**src/rtl/ctrl_prog_seq_if.sv**
```systemverilog
// Fetch-sequencer bus: EX-stage redirect/call/return controls in, fetch PC and RAS status out.
interface ctrl_prog_seq_if #(
  parameter int unsigned PROG_CTR_WID = 10,
  parameter int unsigned RAS_DEPTH    = 4
);
  localparam int unsigned CNT_W = $clog2(RAS_DEPTH + 1);

  logic                    stall_IF;
  logic                    branch_taken_EX;
  logic                    call_EX;
  logic                    ret_EX;
  logic [PROG_CTR_WID-1:0] nxt_prog_ctr_EX;
  logic [PROG_CTR_WID-1:0] link_addr_EX;
  logic [PROG_CTR_WID-1:0] prog_ctr;
  logic [CNT_W-1:0]        ras_cnt;
  logic                    ras_empty;
  logic                    ras_full;
  logic                    ras_ovf;
  logic                    ras_unf;

  modport master (
    output stall_IF, branch_taken_EX, call_EX, ret_EX, nxt_prog_ctr_EX, link_addr_EX,
    input  prog_ctr, ras_cnt, ras_empty, ras_full, ras_ovf, ras_unf
  );

  modport slave (
    input  stall_IF, branch_taken_EX, call_EX, ret_EX, nxt_prog_ctr_EX, link_addr_EX,
    output prog_ctr, ras_cnt, ras_empty, ras_full, ras_ovf, ras_unf
  );
endinterface

```
**src/rtl/ctrl_prog_seq.sv**
```systemverilog
// Program sequencer: registered fetch PC with stall, EX redirect and a circular return-address stack.
module ctrl_prog_seq #(
  parameter int unsigned PROG_CTR_WID = 10,
  parameter int unsigned RAS_DEPTH    = 4,
  parameter int unsigned RESET_VEC    = 0
) (
  input logic            clk,
  input logic            reset,
  ctrl_prog_seq_if.slave bus
);

  localparam int unsigned PTR_W = $clog2(RAS_DEPTH);
  localparam int unsigned CNT_W = $clog2(RAS_DEPTH + 1);
  localparam logic [PROG_CTR_WID-1:0] RST_PC  = PROG_CTR_WID'(RESET_VEC);
  localparam logic [CNT_W-1:0]        CNT_MAX = CNT_W'(RAS_DEPTH);

  typedef enum logic [2:0] {
    OP_INC,
    OP_STALL,
    OP_BRANCH,
    OP_CALL,
    OP_RET
  } op_e;

  op_e                     op;
  logic [PTR_W-1:0]        top;
  logic [PTR_W-1:0]        top_nxt;
  logic [PROG_CTR_WID-1:0] stack [RAS_DEPTH];

  // EX redirects outrank the fetch stall so a flush is never lost.
  always_comb begin
    op = OP_INC;
    if (bus.ret_EX)               op = OP_RET;
    else if (bus.call_EX)         op = OP_CALL;
    else if (bus.branch_taken_EX) op = OP_BRANCH;
    else if (bus.stall_IF)        op = OP_STALL;
  end

  assign top_nxt = top + PTR_W'(1);

  always_ff @(posedge clk) begin
    if (!reset) begin
      bus.prog_ctr <= RST_PC;
      bus.ras_cnt  <= '0;
      bus.ras_ovf  <= 1'b0;
      bus.ras_unf  <= 1'b0;
      top          <= '0;
    end else begin
      unique case (op)
        OP_RET: begin
          if (bus.ras_cnt != '0) begin
            bus.prog_ctr <= stack[top];
            top          <= top - PTR_W'(1);
            bus.ras_cnt  <= bus.ras_cnt - CNT_W'(1);
          end else begin
            bus.prog_ctr <= RST_PC;
            bus.ras_unf  <= 1'b1;
          end
        end
        OP_CALL: begin
          bus.prog_ctr <= bus.nxt_prog_ctr_EX;
          top          <= top_nxt;
          // When full, the pointer wrap overwrites the oldest entry.
          if (bus.ras_cnt == CNT_MAX) bus.ras_ovf <= 1'b1;
          else                        bus.ras_cnt <= bus.ras_cnt + CNT_W'(1);
        end
        OP_BRANCH: bus.prog_ctr <= bus.nxt_prog_ctr_EX;
        OP_STALL:  bus.prog_ctr <= bus.prog_ctr;
        default:   bus.prog_ctr <= bus.prog_ctr + PROG_CTR_WID'(1);
      endcase
    end
  end

  always_ff @(posedge clk) begin
    if (reset && op == OP_CALL) stack[top_nxt] <= bus.link_addr_EX;
  end

  assign bus.ras_empty = (bus.ras_cnt == '0);
  assign bus.ras_full  = (bus.ras_cnt == CNT_MAX);

endmodule
```
**src/flat_wrapper.sv**
```systemverilog
// flat-port wrapper written by rule: the top's interface ports become plain ports
module ctrl_prog_seq_flat 
#(
  parameter int unsigned PROG_CTR_WID = 10,
  parameter int unsigned RAS_DEPTH    = 4,
  parameter int unsigned RESET_VEC    = 0
)
  (clk, reset, bus_stall_IF, bus_branch_taken_EX, bus_call_EX, bus_ret_EX, bus_nxt_prog_ctr_EX, bus_link_addr_EX, bus_prog_ctr, bus_ras_cnt, bus_ras_empty, bus_ras_full, bus_ras_ovf, bus_ras_unf);
  ctrl_prog_seq_if #(.PROG_CTR_WID(PROG_CTR_WID), .RAS_DEPTH(RAS_DEPTH)) bus_i ();
  input logic clk;
  input logic reset;
  input wire logic [$bits(bus_i.stall_IF)-1:0] bus_stall_IF;
  input wire logic [$bits(bus_i.branch_taken_EX)-1:0] bus_branch_taken_EX;
  input wire logic [$bits(bus_i.call_EX)-1:0] bus_call_EX;
  input wire logic [$bits(bus_i.ret_EX)-1:0] bus_ret_EX;
  input wire logic [$bits(bus_i.nxt_prog_ctr_EX)-1:0] bus_nxt_prog_ctr_EX;
  input wire logic [$bits(bus_i.link_addr_EX)-1:0] bus_link_addr_EX;
  output wire logic [$bits(bus_i.prog_ctr)-1:0] bus_prog_ctr;
  output wire logic [$bits(bus_i.ras_cnt)-1:0] bus_ras_cnt;
  output wire logic [$bits(bus_i.ras_empty)-1:0] bus_ras_empty;
  output wire logic [$bits(bus_i.ras_full)-1:0] bus_ras_full;
  output wire logic [$bits(bus_i.ras_ovf)-1:0] bus_ras_ovf;
  output wire logic [$bits(bus_i.ras_unf)-1:0] bus_ras_unf;
  assign bus_i.stall_IF = bus_stall_IF;
  assign bus_i.branch_taken_EX = bus_branch_taken_EX;
  assign bus_i.call_EX = bus_call_EX;
  assign bus_i.ret_EX = bus_ret_EX;
  assign bus_i.nxt_prog_ctr_EX = bus_nxt_prog_ctr_EX;
  assign bus_i.link_addr_EX = bus_link_addr_EX;
  assign bus_prog_ctr = bus_i.prog_ctr;
  assign bus_ras_cnt = bus_i.ras_cnt;
  assign bus_ras_empty = bus_i.ras_empty;
  assign bus_ras_full = bus_i.ras_full;
  assign bus_ras_ovf = bus_i.ras_ovf;
  assign bus_ras_unf = bus_i.ras_unf;
  ctrl_prog_seq #(.PROG_CTR_WID(PROG_CTR_WID), .RAS_DEPTH(RAS_DEPTH), .RESET_VEC(RESET_VEC)) u_core (.clk(clk), .reset(reset), .bus(bus_i));
endmodule
```
**config.mk**
```make
export PLATFORM = sky130hd
export DESIGN_NAME = ctrl_prog_seq_flat
export DESIGN_NICKNAME = d
export VERILOG_FILES = /design/src/rtl/ctrl_prog_seq_if.sv /design/src/rtl/ctrl_prog_seq.sv /design/src/flat_wrapper.sv
export SDC_FILE = /design/constraint.sdc
export NUM_CORES = 1
export LEC_CHECK = 0
export ABC_AREA = 1
export ABC_CLOCK_PERIOD_IN_PS = 1800
export CELL_PAD_IN_SITES_DETAIL_PLACEMENT = 1
export CELL_PAD_IN_SITES_GLOBAL_PLACEMENT = 1
export CORE_ASPECT_RATIO = 1.5
export CORE_MARGIN = 8
export CORE_UTILIZATION = 40
export CTS_CLUSTER_SIZE = 30
export DETAILED_ROUTE_END_ITERATION = 8
export HOLD_SLACK_MARGIN = 0.15
export PLACE_DENSITY = 0.81
export SYNTH_ARGS = -nofsm -noshare
export SYNTH_HDL_FRONTEND = slang
export SYNTH_SLANG_ARGS = --single-unit
export TNS_END_PERCENT = 5
```
**constraint.sdc**
```tcl
create_clock -name clk -period 1.8 [get_ports clk]
set_clock_uncertainty 0.2 [all_clocks]
set_input_delay 0.18 -clock clk [delete_from_list [all_inputs] [get_ports clk]]
set_output_delay 0.18 -clock clk [all_outputs]
set_load 0.05 [all_outputs]
```
### After elaboration in Yosys (flattened, before gate mapping)

Memory sizes are Yosys's and may differ from the RTL's. A register that Yosys moved wholly into a read port is not among the register bits.
Cells that the tools add are included.

| word-level totals | value |
|---|---|
| flip-flop bits (word level) | 17 |
| output and inout bits | 17 |
| memories | 1 |
| memory bits (writable) | 40 |
| input port bits | 26 |
| word-level logic and storage cells | 43 |

Memory list:

| name | depth | bits a word | rd ports | clocked after memory_dff | wr ports | RTL line | RTL |
|---|---|---|---|---|---|---|---|
| u_core.stack | 4 | 10 | 1 | 1 | 1 | ctrl_prog_seq.sv:28 | `logic [PROG_CTR_WID-1:0] stack [RAS_DEPTH];` |

| operators by class | value |
|---|---|
| add/subtract/negate cells | 5 |
| reduce and logical (&&, ||, !) cells | 9 |
| eq/ne operators | 7 |
| muxes and demuxes | 15 |
| bitwise logic cells | 1 |

Operators by type and width:

| cell | count |
|---|---|
| one-hot mux 10 bit (3 select lines) | 1 |
| 2-to-1 mux 3 bit | 5 |
| adder 10 x 1 -> 10 bit (second input constant) | 1 |
| 2-to-1 mux 10 bit | 1 |
| == test 3 x 2 -> 1 bit (second input constant) | 2 |
| == test 3 bit (second input constant) | 2 |
| 2-to-1 mux 2 bit | 3 |
| one-hot mux 3 bit (2 select lines) | 1 |
| AND reduction 2 bit | 3 |
| one-hot mux 2 bit (2 select lines) | 1 |
| adder 3 x 1 -> 3 bit (second input constant) | 1 |
| == test 3 x 1 -> 1 bit (second input constant) | 1 |
| zero test 3 bit | 1 |
| 2-to-1 mux 1 bit | 3 |
| AND reduction 3 bit | 1 |
| nonzero test 3 bit | 1 |
| subtractor 3 x 1 -> 3 bit (second input constant) | 1 |
| adder 2 x 1 -> 2 bit (second input constant) | 1 |
| != test 2 x 1 -> 1 bit (second input constant) | 1 |
| != test 2 bit (second input constant) | 1 |
| nonzero test 2 bit | 1 |
| OR reduction 2 bit | 1 |
| subtractor 2 x 1 -> 2 bit (second input constant) | 1 |
| logical AND 1 bit | 1 |
| NOT 1 bit | 1 |

### Depth between registers and ports, before layout

Gate-level depths: netlist of run 1.

| depth | value |
|---|---|
| word-level depth | 9 |
| depth in mapped cells | 14 |
| mapped depth without buffers | 14 |

### Worst setup path after synthesis of run 1

OpenSTA, ideal clock, no wires.

| timing path | value |
|---|---|
| path type | register to register |
| start | register u_core.bus.ras_cnt[2] |
| end | register u_core.bus.ras_cnt[2] |
| cell stages (with the launch flop) | 8 |
| setup time | 114 ps |
| period minus slack after synthesis | 2257 ps |
| arrival | 1942 ps |
| path buffers | 0 |
| data required time | 1486 ps |
| setup slack | -457 ps |
| cell sequence | dfxtp_1 inv_1 nor3_2 nand3_2 nand2_4 nor2_2 nor2_1 nor2_1 |

| between the ends | value |
|---|---|
| cells in the longest elaborated chain, start to end | 3 |
| elaborated cells between the ends (all ways) | 10 |
| those cells by class | add/sub (2); eq/ne (3); mux (3); reduce/logical (2) |

RTL lines:

| what | RTL line | RTL |
|---|---|---|
| start, declared | ctrl_prog_seq_if.sv:28 | `output prog_ctr, ras_cnt, ras_empty, ras_full, ras_ovf, ras_unf` |
| start signal, assigned | ctrl_prog_seq.sv:54 | `bus.ras_cnt <= bus.ras_cnt - CNT_W'(1);` |
| start signal, assigned | ctrl_prog_seq.sv:65 | `else bus.ras_cnt <= bus.ras_cnt + CNT_W'(1);` |
| == test 3 bit | - |  |
| named net bus_ras_full | flat_wrapper.sv:21 | `output wire logic [$bits(bus_i.ras_full)-1:0] bus_ras_full;` |
| != test 2 bit (no line) | - |  |
| AND reduction 3 bit (no line) | - |  |

The timed path passes the listed nets, and every way through them passes these cells. The select of a mux whose other input is x is not followed.
A chain may end at the register's enable or synchronous reset.

### Final worst setup path of run 1

| timing path | value |
|---|---|
| start | register u_core.bus.ras_cnt[2] |
| end | output port bus_ras_empty |

| between the ends | value |
|---|---|
| cells in the longest elaborated chain, start to end | 1 |

RTL lines:

| what | RTL line | RTL |
|---|---|---|
| zero test 3 bit | ctrl_prog_seq.sv:78 | `assign bus.ras_empty = (bus.ras_cnt == '0);` |
| end, declared | flat_wrapper.sv:20 | `output wire logic [$bits(bus_i.ras_empty)-1:0] bus_ras_empty;` |

No other way between the ends.

==> results.toml, run 1 <==
[worst_setup_path]
worst_setup_path_start_kind = "flop"
setup.worst_path.end_class = "output pin"
arrival_ns = 1.20
timing_worst_setup_path_type = "reg -> out"
cp_top_family = "buffers and inverters"
crit_slowest_cell = "dfxtp_4"
path_buf_inv = 3
cp_cell_sequence = "inv_1, nand2_1, inv_1, buf_12"
max_stage_delay_ns = 0.35
cpMostUsedCell = "inv_1"
cp.required_ns = 1.42
critical_path.max_fanout = 4

[die]
die-width_um = 83.63
io-pin-count = 43
full_die_area_um2 = 9821
standard_cell_core_area_um2 = 6759
rows = 37
floorplan.initialDensity = 0.4060
chipHeight_um = 117.4

[cts]
cts_sinks = 59
h_tree_depth = 3
post_cts.resized_instances = 0
inserted_clock_buffers = 9
clock_latency_on_the_worst_skew_pair_ns = 0.34
cts-root-to-sink-buffers = 2
cts_hold_buffers = 0
clock_tree.root_cell = "clkbuf_8"
tritoncts = "yes"
path_clk_slew_ns = 0.07
postCtsSetupBuffers = 0

[synth]
syn_area_per_cell_um2 = 9.208
synthesis.yosys.warnings = 0
ys_types = 29
synth_area_um2 = 2744
syn-instance-count = 298
syn_nets = 330
synth.ff_latch_count = 59
yosysSeqAreaShare = 0.5764

[timing]
drv_slew = 0
min_period_over_period = 0.8801
hold_violations = 0
fin_setup_tns_ns = 0
fmax_mhz = 631.2
grt_setup_unrepaired = "false"
max_slew_margin = 0.8047
final_period_minus_worst_setup_slack_ns = 1.584
setup_viol = 0
worstMarginPinSlew_ns = 0.2925

[finish]
area_growth_from_synthesis_to_layout_pct = 32.19
number_of_fill_cells = 786
mostFrequentLayoutCell = "nand2_1"
multi_input_comb_area_um2 = 1013
final_cell_mix = "nand2_1, nor2_1, edfxtp_1"
finish.utilization = 0.5367
area.sequential_um2 = 1589
insertedDiodeCount = 0
design.final.nets = 400
share_of_final_layout_standard_cells_stronger_than_drive_strength_1 = 0.2118

[drt]
via_cell_ratio = 5.067
drt_first_iter_violations = 43
firstDrtPassIters = 4
count_of_nets_left_with_antenna_violations_after_detail_routing = 0
vias = 2285
drt_drc_violations_left = 0
routed_wire_length_per_instance_um = 16.47
postRouteWirelength_um = 7430

[placement]
gpl.final_weighted_congestion = 0.8060
buffers_added_on_ports = 42
hpwl_um = 5811

[power]
ir_drop_v = 0.0007935
p_leak_uw = 0.001557
post-layout-total-power_uw = 4120
power.density_cell_area_nw_per_um2 = 1136

[global_routing]
grt_usage = 0.1534
pin_count_of_the_biggest_net_entering_global_routing = 24
vias_in_the_first_global_route = 2564
grt_overflow_total = 0
grt_pass1_wl_um = 12360
grt_antenna_before_repair = 0

[outcome]
run_status = "finished clean"

[hold_path]
hold_path_class = "in -> reg"

[flow_run]
max_cap_violations = 0
path summary, 6_finish.rpt:
check,start,endpoint,slack (ns),cells past startpoint
hold / removal,bus_stall_IF,u_core.bus.prog_ctr[0],0.22,5
setup reg to reg,u_core.bus.prog_ctr[0],u_core.bus.prog_ctr[6],0.22,8
setup / recovery,u_core.bus.ras_cnt[2],bus_ras_empty,0.22,4
hold reg to reg,u_core.bus.ras_ovf,u_core.bus.ras_ovf,0.27,2
power breakdown:
group | total, uW | internal, uW | switching [uW]
logic | 1190 | 438 | 749
clock network | 1270 | 768 | 505
registers | 1660 | 1560 | 101
per-layer routing:
| metal | vias up | GRT usage | part of all wire |
|---|---|---|---|
| li1 | 1130 | - | - |
| met1 | 1089 | 0.1628 | 0.41 |
| met2 | 46 | 0.2760 | 0.53 |
| met3 | 20 | 0.02978 | 0.028 |
| met4 | 0 | 0.07918 | 0.030 |
| met5 | - | 0 | 0 |
state kept, by name (all words and copies together) (netlist names), named ones only:
name	count
u_core.bus.ras_cnt	3
u_core.top	2
u_core.bus.ras_unf	1
u_core.bus.ras_ovf	1
u_core.bus.prog_ctr	10
u_core.stack	40
cells by family after synthesis:
logic type,count (synthesis),synth area share
simple gates,144,0.2389
compound gates,47,0.09028
xor+xnor,3,0.009578
flops,59,0.5764
buf+inv,39,0.05745
fa+ha+maj,6,0.02736
tightest hold or removal path: stages:
cell	delay [ns]
dlymetal6s2s_1	0.16
buf_4	0.17
o21ai_0	0.08
nand2_1	0.07
a21oi_1	0.05
final cells by class:
type | instances | share of cell area
Inverter | 34 | 0.03553
Multi-Input combinational cell | 200 | 0.2794
Timing Repair Buffer | 64 | 0.1628
Tap cell | 78 | 0.02691
Sequential cell | 59 | 0.4381
Clock buffer | 10 | 0.03518
Clock inverter | 6 | 0.02208
synthesized netlist by cell type:
master / number / area, um2
a21o_1: 1 / 7.510
o211ai_1: 2 / 15.01
nor3_1: 1 / 5.000
or2_2: 1 / 6.260
nor2_1: 42 / 157.7
nand2_2: 3 / 18.77
o21ai_0: 17 / 85.08
nor2_2: 2 / 12.51
edfxtp_1: 40 / 1201
inv_2: 6 / 22.52
o21a_1: 1 / 7.510
o21ai_1: 9 / 45.04
nand2_1: 62 / 232.7
o22ai_1: 2 / 12.51
dfxtp_1: 19 / 380.4
nand3_2: 1 / 10.01
a21oi_1: 15 / 75.07
nor2_4: 2 / 22.52
xor2_1: 3 / 26.28
clkbuf_1: 1 / 3.750
ha_1: 6 / 75.07
inv_1: 27 / 101.4
nand3_1: 21 / 105.1
nand2_4: 5 / 56.30
nor3_2: 1 / 10.01
buf_4: 2 / 15.01
nand4_1: 3 / 18.77
buf_2: 2 / 10.01
clkinv_2: 1 / 5.000
stage by stage:
stage                     instance area [um2]  setup WS, ns  cells  hold WS (ns)
final                                    3627        0.2158    451        0.2165
after global routing                     3627       0.05650    451        0.2785
after CTS                                3615       0.01424    451        0.2712
after detailed placement                 3407       -0.3311    435        0.2591
after global placement                   3407       -0.2247    435        0.2478
after floorplan                          2758     -0.007112    298       0.07887
No activity file was read; power rests on OpenSTA's default activity.
==> run 2, diff against run 1 <==
--- a/config.mk
+++ b/config.mk
@@ -9,7 +9,6 @@
 export ABC_CLOCK_PERIOD_IN_PS = 1800
 export CELL_PAD_IN_SITES_DETAIL_PLACEMENT = 1
 export CELL_PAD_IN_SITES_GLOBAL_PLACEMENT = 1
-export CORE_ASPECT_RATIO = 1.5
 export CORE_MARGIN = 8
 export CORE_UTILIZATION = 40
 export CTS_CLUSTER_SIZE = 30
==> results.toml, run 2 (synthesis results as in run 1) <==
[die]
io-pin-count = 43
full_die_area_um2 = 9766
standard_cell_core_area_um2 = 6719
floorplan.initialDensity = 0.4084
chipHeight_um = 98.83
die-width_um = 98.83
rows = 30

[power]
seq_power_share = 0.416
p_leak_uw = 0.001518
internal_power_uw = 2611
switching_share = 0.3523
p_clk_frac = 0.291
ir_drop_v = 0.0005454
power.density_cell_area_nw_per_um2 = 1124
post-layout-total-power_uw = 4031
switching_power_uw = 1420
fraction_of_power_consumed_by_combinational_cells = 0.294

[cts]
cts_sinks = 59
clock_latency_on_the_worst_skew_pair_ns = 0.34
tritoncts = "yes"
cts-root-to-sink-buffers = 2
h_tree_depth = 3
path_clk_slew_ns = 0.08
cts_hold_buffers = 0
inserted_clock_buffers = 9
clock_tree.root_cell = "clkbuf_8"

[worst_setup_path]
worst-r2r-cell-count = 10
worst_setup_path_start_kind = "flop"
r2r_slack_ns = 0.07
cp.required_ns = 1.84
timing.rr.start = "u_core.bus.ras_cnt[1]"
critical_path.max_fanout = 5
reg2reg_to = "u_core.bus.ras_cnt[2]"
arrival_ns = 1.78
timing_worst_setup_path_type = "reg -> reg"
cp-startpoint = "u_core.bus.ras_cnt[1]"
setup.worst_path.end_class = "flop"

[finish]
final_cell_mix = "nand2_1, nor2_1, edfxtp_1"
largest_reg_flops = 40
mostFrequentLayoutCell = "nand2_1"
design.final.nets = 400
reg_top3 = "u_core.stack x40, u_core.bus.prog_ctr x10, u_core.bus.ras_cnt x3"
max_flop_register = "u_core.stack"
insertedDiodeCount = 0
number_of_fill_cells = 791
area_growth_from_synthesis_to_layout_pct = 30.69
stdcell_area_um2 = 3586
share_of_final_layout_standard_cells_stronger_than_drive_strength_1 = 0.2151

[hold_path]
hold_end = "u_core.bus.ras_ovf"
hold_path_class = "in -> reg"
worstHoldPathCells = 5
timing.hold.worst.start = "bus_ret_EX"

[outcome]
run_status = "finished clean"

[global_routing]
grt_pass1_wl_um = 12070
vias_in_the_first_global_route = 2394
grt_antenna_before_repair = 0
grt_overflow_total = 0
pin_count_of_the_biggest_net_entering_global_routing = 24
grt_usage = 0.1607

[drt]
postRouteWirelength_um = 7578
drt_drc_violations_left = 0
routed_wire_length_per_instance_um = 16.77
firstDrtPassIters = 4
drt_first_iter_violations = 87
count_of_nets_left_with_antenna_violations_after_detail_routing = 0
via_cell_ratio = 4.985
vias = 2253

[timing]
hold_violations = 0
min_period_over_period = 0.9630
max_slew_margin = 0.8030
drv_slew = 0
setup_viol = 0
worst_slack_ns = 0.06663
final_period_minus_worst_setup_slack_ns = 1.733
worstMarginPinSlew_ns = 0.2951
fmax_mhz = 576.9
hold_ws_ns = 0.2428

[placement]
placement.setup.worst_slack_ns = -0.3808
hpwl_um = 5638
gpl.final_weighted_congestion = 0.7886
buffers_added_on_ports = 42
post_dp_cell_area_um2 = 3397

[flow_run]
max_cap_violations = 0
[run 2: cell types whose count changed in the layout (fill, tap and decap cells not counted), sizes merged, moves of 2 or more]
cell,before,now
clkinv,4,2
dlymetal6s2s,4,1
clkinvlp,1,3
dlygate4sd2,0,3
[run 2: how the worst max path moves through the flow]
stage / slack, ns / depth (start not counted) / end
detailed placement: -0.38 / 14 / u_core.bus.ras_cnt[2]
global route: -0.02 / 10 / u_core.bus.ras_cnt[2]
CTS: 0.00002 / 13 / u_core.bus.ras_cnt[2]
floorplan: -0.007 / 10 / u_core.bus.ras_cnt[2]
finish: 0.07 / 10 / u_core.bus.ras_cnt[2]
global placement: -0.24 / 14 / u_core.bus.ras_cnt[2]
[run 2: critical path, stage by stage (launching register included)]
cell and delay (ns):
dfxtp_1 0.49, xor2_1 0.11, ha_1 0.19, inv_1 0.12, nand2_1 0.07, nand2_1 0.08, nand2_1 0.06, nor2_2 0.14
nand2_1 0.07, nand2_1 0.06, nor2_1 0.04
[run 2: per-layer routing]
metal  global-route usage  part of all wire  routed length (um)
met1               0.1690              0.41                3133
met2               0.2947              0.52                3964
met3              0.05004             0.050                 380
met4              0.05313             0.013                  99
met5                    0                 0                   0
[run 2: repair_timing]
item / in CTS / in global routing
buffers inserted: 0 / 0
pin swaps: 1 / 1
gates resized for setup: 3 / 1
endpoints found under the setup margin: 7 / 1
[run 2: cell type report]
type                       count  area (um2)  share of cell area
inverter                      34       128.9             0.03594
sequential                    59        1589              0.4431
clock inverter                 6       66.31             0.01849
multi-input combinational    200        1011              0.2819
tap                           80       100.1             0.02791
clock buffer                   9       123.9             0.03454
timing repair buffer          64       566.8              0.1581
[run 2: metrics by stage]
stage / instances / utilization / TNS (ns)
4_1_cts: 452 / 0.5333 / 0
5_1_grt: 452 / 0.5337 / -0.02028
3_3_place_gp: 437 / 0.5056 / -8.477
3_5_place_dp: 437 / 0.5056 / -13.48
2_1_floorplan: 298 / - / -0.007112
6_report: 452 / 0.5337 / 0
[run 2: power by group through the flow]
stage	combinational, uW	clock, uW	sequential (uW)
after floorplan	570	0	1850
after global placement	1120	0	1690
after detailed placement	1170	0	1700
after CTS	1190	1190	1670
after global routing	1290	1250	1690
final	1180	1170	1670
